===== config.mk =====
export PLATFORM = sky130hd
export DESIGN_NAME = swap_seq
export DESIGN_NICKNAME = d
export VERILOG_FILES = /design/src/rtl/swap_seq.sv
export SDC_FILE = /design/constraint.sdc
export NUM_CORES = 1
export LEC_CHECK = 0
export CORE_MARGIN = 5
export CORE_UTILIZATION = 46
export DETAILED_ROUTE_END_ITERATION = 12
export PLACE_DENSITY_LB_ADDON = 0.12
export SLEW_MARGIN = 20
export SYNTH_ARGS = -nofsm -noshare
export SYNTH_HDL_FRONTEND = slang
export SYNTH_SLANG_ARGS = --single-unit

===== constraint.sdc =====
create_clock -name clk -period 1.8 [get_ports clk]
set_clock_uncertainty 0.05 [all_clocks]
set_input_delay 0.54 -clock clk [delete_from_list [all_inputs] [get_ports clk]]
set_output_delay 0.54 -clock clk [all_outputs]
set_load 0.01 [all_outputs]

===== src/rtl/swap_seq.sv =====
// swap_seq: register-swap sequencer for a shared 18-bit register-file bus.
// Exchanges the contents of registers A and B through a swap holding register
// in three bus transfers:
//   A -> holding register
//   B -> A
//   holding register -> B
// A swap with A == B completes without any bus transfer.
//
// All state changes happen on the falling edge of clk. The FSM drives its
// outputs from registers that are loaded together with the state. This keeps
// every output a pure function of the current state and the latched indices.
//
// Optional feature: define SWAP_SEQ_CNT_EN to build the 8-bit completed-swap
// counter. Without it, swap_cnt is tied to zero and no counter flops exist.
//
// Ports:
//   clk      in   clock; falling-edge active
//   rst      in   asynchronous, active-high reset
//   start    in   swap request; sampled only in IDLE
//   reg_a    in   first register index; captured when start is accepted
//   reg_b    in   second register index; captured when start is accepted
//   bus_sel  out  index of the register driving the bus
//   bus_oe   out  bus_sel is valid; a register drives the bus
//   wr_en    out  one-hot register write enables
//   swp_ld   out  swap holding register loads the bus
//   swp_oe   out  swap holding register drives the bus
//   busy     out  a sequence is in progress
//   done     out  one-cycle completion pulse
//   swap_cnt out  count of completed real swaps (A != B); wraps at 256
module swap_seq #(
    parameter int unsigned AW = 4
) (
    input  logic              clk,
    input  logic              rst,
    input  logic              start,
    input  logic [AW-1:0]     reg_a,
    input  logic [AW-1:0]     reg_b,
    output logic [AW-1:0]     bus_sel,
    output logic              bus_oe,
    output logic [2**AW-1:0]  wr_en,
    output logic              swp_ld,
    output logic              swp_oe,
    output logic              busy,
    output logic              done,
    output logic [7:0]        swap_cnt
);

    localparam int unsigned NR = 2 ** AW;

    typedef enum logic [2:0] {
        StIdle,
        StLoadT,
        StMoveBa,
        StMoveTa,
        StDone
    } state_t;

    state_t        state;
    logic [AW-1:0] a_idx;
    logic [AW-1:0] b_idx;

    function automatic logic [NR-1:0] onehot(input logic [AW-1:0] idx);
        logic [NR-1:0] one;
        one = {{(NR - 1){1'b0}}, 1'b1};
        return one << idx;
    endfunction

    // Outputs are loaded with the decode of the state being entered.
    // All of them default to zero each cycle, so only the asserted ones are
    // listed per transition.
    always_ff @(negedge clk or posedge rst) begin
        if (rst) begin
            state   <= StIdle;
            a_idx   <= '0;
            b_idx   <= '0;
            bus_sel <= '0;
            bus_oe  <= 1'b0;
            wr_en   <= '0;
            swp_ld  <= 1'b0;
            swp_oe  <= 1'b0;
            busy    <= 1'b0;
            done    <= 1'b0;
        end else begin
            bus_sel <= '0;
            bus_oe  <= 1'b0;
            wr_en   <= '0;
            swp_ld  <= 1'b0;
            swp_oe  <= 1'b0;
            busy    <= 1'b0;
            done    <= 1'b0;
            unique case (state)
                StIdle: begin
                    if (start) begin
                        a_idx <= reg_a;
                        b_idx <= reg_b;
                        busy  <= 1'b1;
                        if (reg_a != reg_b) begin
                            state   <= StLoadT;
                            bus_oe  <= 1'b1;
                            bus_sel <= reg_a;
                            swp_ld  <= 1'b1;
                        end else begin
                            // Self-swap: nothing to move, report completion at once.
                            state <= StDone;
                            done  <= 1'b1;
                        end
                    end
                end
                StLoadT: begin
                    state   <= StMoveBa;
                    busy    <= 1'b1;
                    bus_oe  <= 1'b1;
                    bus_sel <= b_idx;
                    wr_en   <= onehot(a_idx);
                end
                StMoveBa: begin
                    state  <= StMoveTa;
                    busy   <= 1'b1;
                    swp_oe <= 1'b1;
                    wr_en  <= onehot(b_idx);
                end
                StMoveTa: begin
                    state <= StDone;
                    busy  <= 1'b1;
                    done  <= 1'b1;
                end
                StDone: begin
                    state <= StIdle;
                end
                default: begin
                    state <= StIdle;
                end
            endcase
        end
    end

`ifdef SWAP_SEQ_CNT_EN
    logic [7:0] cnt;

    // Only the MOVE_TA -> DONE transition counts; self-swaps enter DONE from IDLE.
    always_ff @(negedge clk or posedge rst) begin
        if (rst) begin
            cnt <= '0;
        end else if (state == StMoveTa) begin
            cnt <= cnt + 8'd1;
        end
    end

    assign swap_cnt = cnt;
`else
    assign swap_cnt = '0;
`endif

endmodule


==> flow_metrics.env <==
export IMPL_path_cells="buf_2"
export IMPL_synth_xor_area_share_pct=2.88
export IMPL_ys_ff_latch=36
export IMPL_core_area_mm2=0.00310
export IMPL_critPathTopFamily="flip-flops"
export IMPL_ys_top_cells_by_count="dfrtn_1, nor4_1, mux2_2"
export IMPL_postCtsHoldBufs=0
export IMPL_finalSetupViolations=43
export IMPL_maxCapViolations=0
export IMPL_dr_pass1_iters=4
export IMPL_cts_buffer_depth=2
export IMPL_arrival_ns=1.76
export IMPL_ys_flop_type="dfrtn_1"
export IMPL_dp_cells=201
export IMPL_p_per_area_mw_per_mm2=1660
export IMPL_crit_path_end_kind="primary output"
export IMPL_die_area_mm2=0.00456
export IMPL_start_util_pct=49.1
export IMPL_p_leak_uw=0.00103
export IMPL_utilization_pct=69.4
export IMPL_synth_area_mm2=0.00152
export IMPL_clk_latency_ns=0.33
export IMPL_cp_max_fo=1
export IMPL_setup_slack_ns=-0.551
export IMPL_cp_start_kind="flip-flop"
export IMPL_internal_power_uw=2200
export IMPL_num_vias=1125
export IMPL_switchingPower_uw=1380
export IMPL_antenna_left=0
export IMPL_fin_setup_tns_ns=-18.61
export IMPL_async_flop_share_pct=100
export IMPL_rsz0062_at_grt="true"
export IMPL_avgSynthCellArea_um2=13.6
export IMPL_clk_pin_slew_ns=0.07
export IMPL_yosys_area_share_simple_pct=13.7
export IMPL_dpl_hpwl_um=2410
export IMPL_pin_count=44
export IMPL_cts_sinks=36
export IMPL_root_buffer="clkbuf_4"
export IMPL_stdcell_count=214
export IMPL_violations="setup timing"
export IMPL_cts_tree="yes"
export IMPL_p_seq_share_pct=37.4
export IMPL_syn2layout_area_growth_pct=41.4
export IMPL_rr_endpoint="wr_en[10]"
export IMPL_antenna_found_initial=0
export IMPL_hold_end="a_idx[2]"
export IMPL_cp_startpoint="bus_sel[1]"
export IMPL_synth_edff_count=0
export IMPL_grt_pass1_wl_um=5720
export IMPL_r2r_start="state[1]"
export IMPL_hold_viol=0
export IMPL_drive_gt1_share_pct=52.9
export IMPL_worstHoldPathCells=1
export IMPL_num_antenna_cells=0
export IMPL_io_buffers=35
export IMPL_ys_warn_count=0
export IMPL_crit_buf_inv=1
export IMPL_min_from="a_idx[2]"
export IMPL_die_h_um=67.5
export IMPL_gr_total_overflow=0
export IMPL_grt_pass1_vias=1189
export IMPL_slew_violations=0
export IMPL_reg2regPathDepth=4
export IMPL_synth_compound_area_share_pct=5.59
export IMPL_yosys_mux_area_fraction_pct=11.1
export IMPL_synth_distinct_cells=26
export IMPL_slowest_delay_ns=0.41
export IMPL_synth_most_common_cell="dfrtn_1"
export IMPL_gp_congestion=0.766
export IMPL_ys_top_cells_by_area="dfrtn_1, mux2_2, nor4_1, buf_4, xnor2_1"
export IMPL_row_count=20
export IMPL_initialDrtViolationCount=20
export IMPL_viasPerCell=5.26
export IMPL_final_nets=180
export IMPL_postSynthCellCount=112
export IMPL_status="complete, but fails checks"
export IMPL_wl_um=3560
export IMPL_htree_num_levels=2
export IMPL_swShare_pct=38.6
export IMPL_die_x_um=67.5
export IMPL_peakVddDrop_mv=0.767
export IMPL_hold_class="flip-flop to flip-flop"
export IMPL_synthAdderAreaFrac_pct=0
export IMPL_r2r_slack_ns=0.09
export IMPL_synth_top_area_cell="dfrtn_1"
export IMPL_synth_top_area_share_pct=59.2
export IMPL_numCtsBuffers=5
export IMPL_drc=0
export IMPL_critPathRequiredTime_ns=1.21
export IMPL_whs_ns=0.435
export IMPL_yosysSeqAreaShare_pct=59.2
export IMPL_setup_worst_path_class="flip-flop to primary output"
export IMPL_synth_top_family_by_area="simple AND/OR/NAND/NOR gates"
export IMPL_wl_per_cell_um=16.6
export IMPL_crit_path_top_delay_cell="dfrtn_1"
export IMPL_clkPwrFrac_pct=12.5
export IMPL_grt_max_degree=25
export IMPL_grt_use_total_pct=17.7
export IMPL_power_frac_comb_pct=50.1
worst max-delay path by stage:
stage,slack [ns],to,cells after the start
global route,-0.59,bus_sel[1],1
floorplan,-0.63,b_idx[0],3
CTS,-0.56,bus_oe,1
finish,-0.55,bus_sel[1],1
detailed placement,-1.11,a_idx[1],4
global placement,-1.09,a_idx[1],4
layer usage:
metal	part of all wire, %	global-route usage, %
met1	43	21.3
met2	49	28.8
met3	7.0	5.66
met4	1.6	7.85
met5	0	0
through the flow:
| stage | power (µW) | worst slack, ns | area [µm²] |
|---|---|---|---|
| finish | 3580 | -0.551 | 2150 |
| global route | 3770 | -0.590 | 2150 |
| CTS | 3480 | -0.561 | 2070 |
| detailed placement | 3030 | -1.11 | 2050 |
| global placement | 2950 | -1.09 | 2050 |
| floorplan | 2390 | -0.633 | 1600 |
final cells by class:
cell class	instances	area, µm²
Fill cell	248	950
Sequential cell	36	901
Multi-Input combinational cell	68	669
Timing Repair Buffer	56	455
Clock buffer	8	58.8
Tap cell	44	55.1
Inverter	2	13.8
layout by cell type, fill, tap and decap left out:
master / count
xnor2_1: 1
and2_1: 1
buf_6: 10
buf_2: 25
buf_4: 15
and2_4: 1
clkbuf_8: 1
a21o_1: 1
xnor2_2: 2
nand2_1: 1
nor4b_4: 1
nor4_2: 2
nor3b_2: 1
mux2_2: 1
nor3b_1: 2
dfrtn_1: 36
clkbuf_1: 2
conb_1: 8
clkdlybuf4s50_1: 1
nor4_1: 14
xnor2_4: 2
nor2_1: 4
inv_4: 1
clkbuf_4: 5
nand3b_1: 2
mux2i_1: 1
a32o_1: 4
nand4_1: 1
buf_8: 2
o22ai_2: 2
mux2_4: 10
o21bai_1: 1
clkinvlp_4: 1
a31o_2: 2
nor3_2: 1
mux2i_4: 2
buf_12: 2
clkbuf_16: 1
power groups by stage:
stage | registers [µW] | logic [µW] | clock network [µW]
finish | 1340 | 1790 | 448
global route | 1380 | 1900 | 488
CTS | 1320 | 1710 | 453
detailed placement | 1340 | 1690 | 0
global placement | 1310 | 1640 | 0
floorplan | 1340 | 1040 | 0
sequential cells by signal, summed over array words and instances, names as in the netlist:
register / flops
swp_ld: 1
done: 1
swp_oe: 1
busy: 1
wr_en: 16
a_idx: 4
bus_sel: 4
b_idx: 4
state: 3
bus_oe: 1
cells by family (layout without fill, tap and decap cells):
kind of cell              count (synthesis)  count (layout)
AOI/OAI and AO/OA                        10              10
xor gates and xnor gates                  5               5
buffers and inverters                    15              66
DFF                                      36              36
muxes                                    14              14
other                                     1               8
and+or+nand+nor                          31              31
timing repair:
item                       in CTS  in global routing
cloned                          1                  0
setup endpoints to repair      43                 45
gates resized for setup       156                 16
pin swaps                       9                  8
buffers inserted                2                  3
No activity file was read; power rests on OpenSTA's default activity.
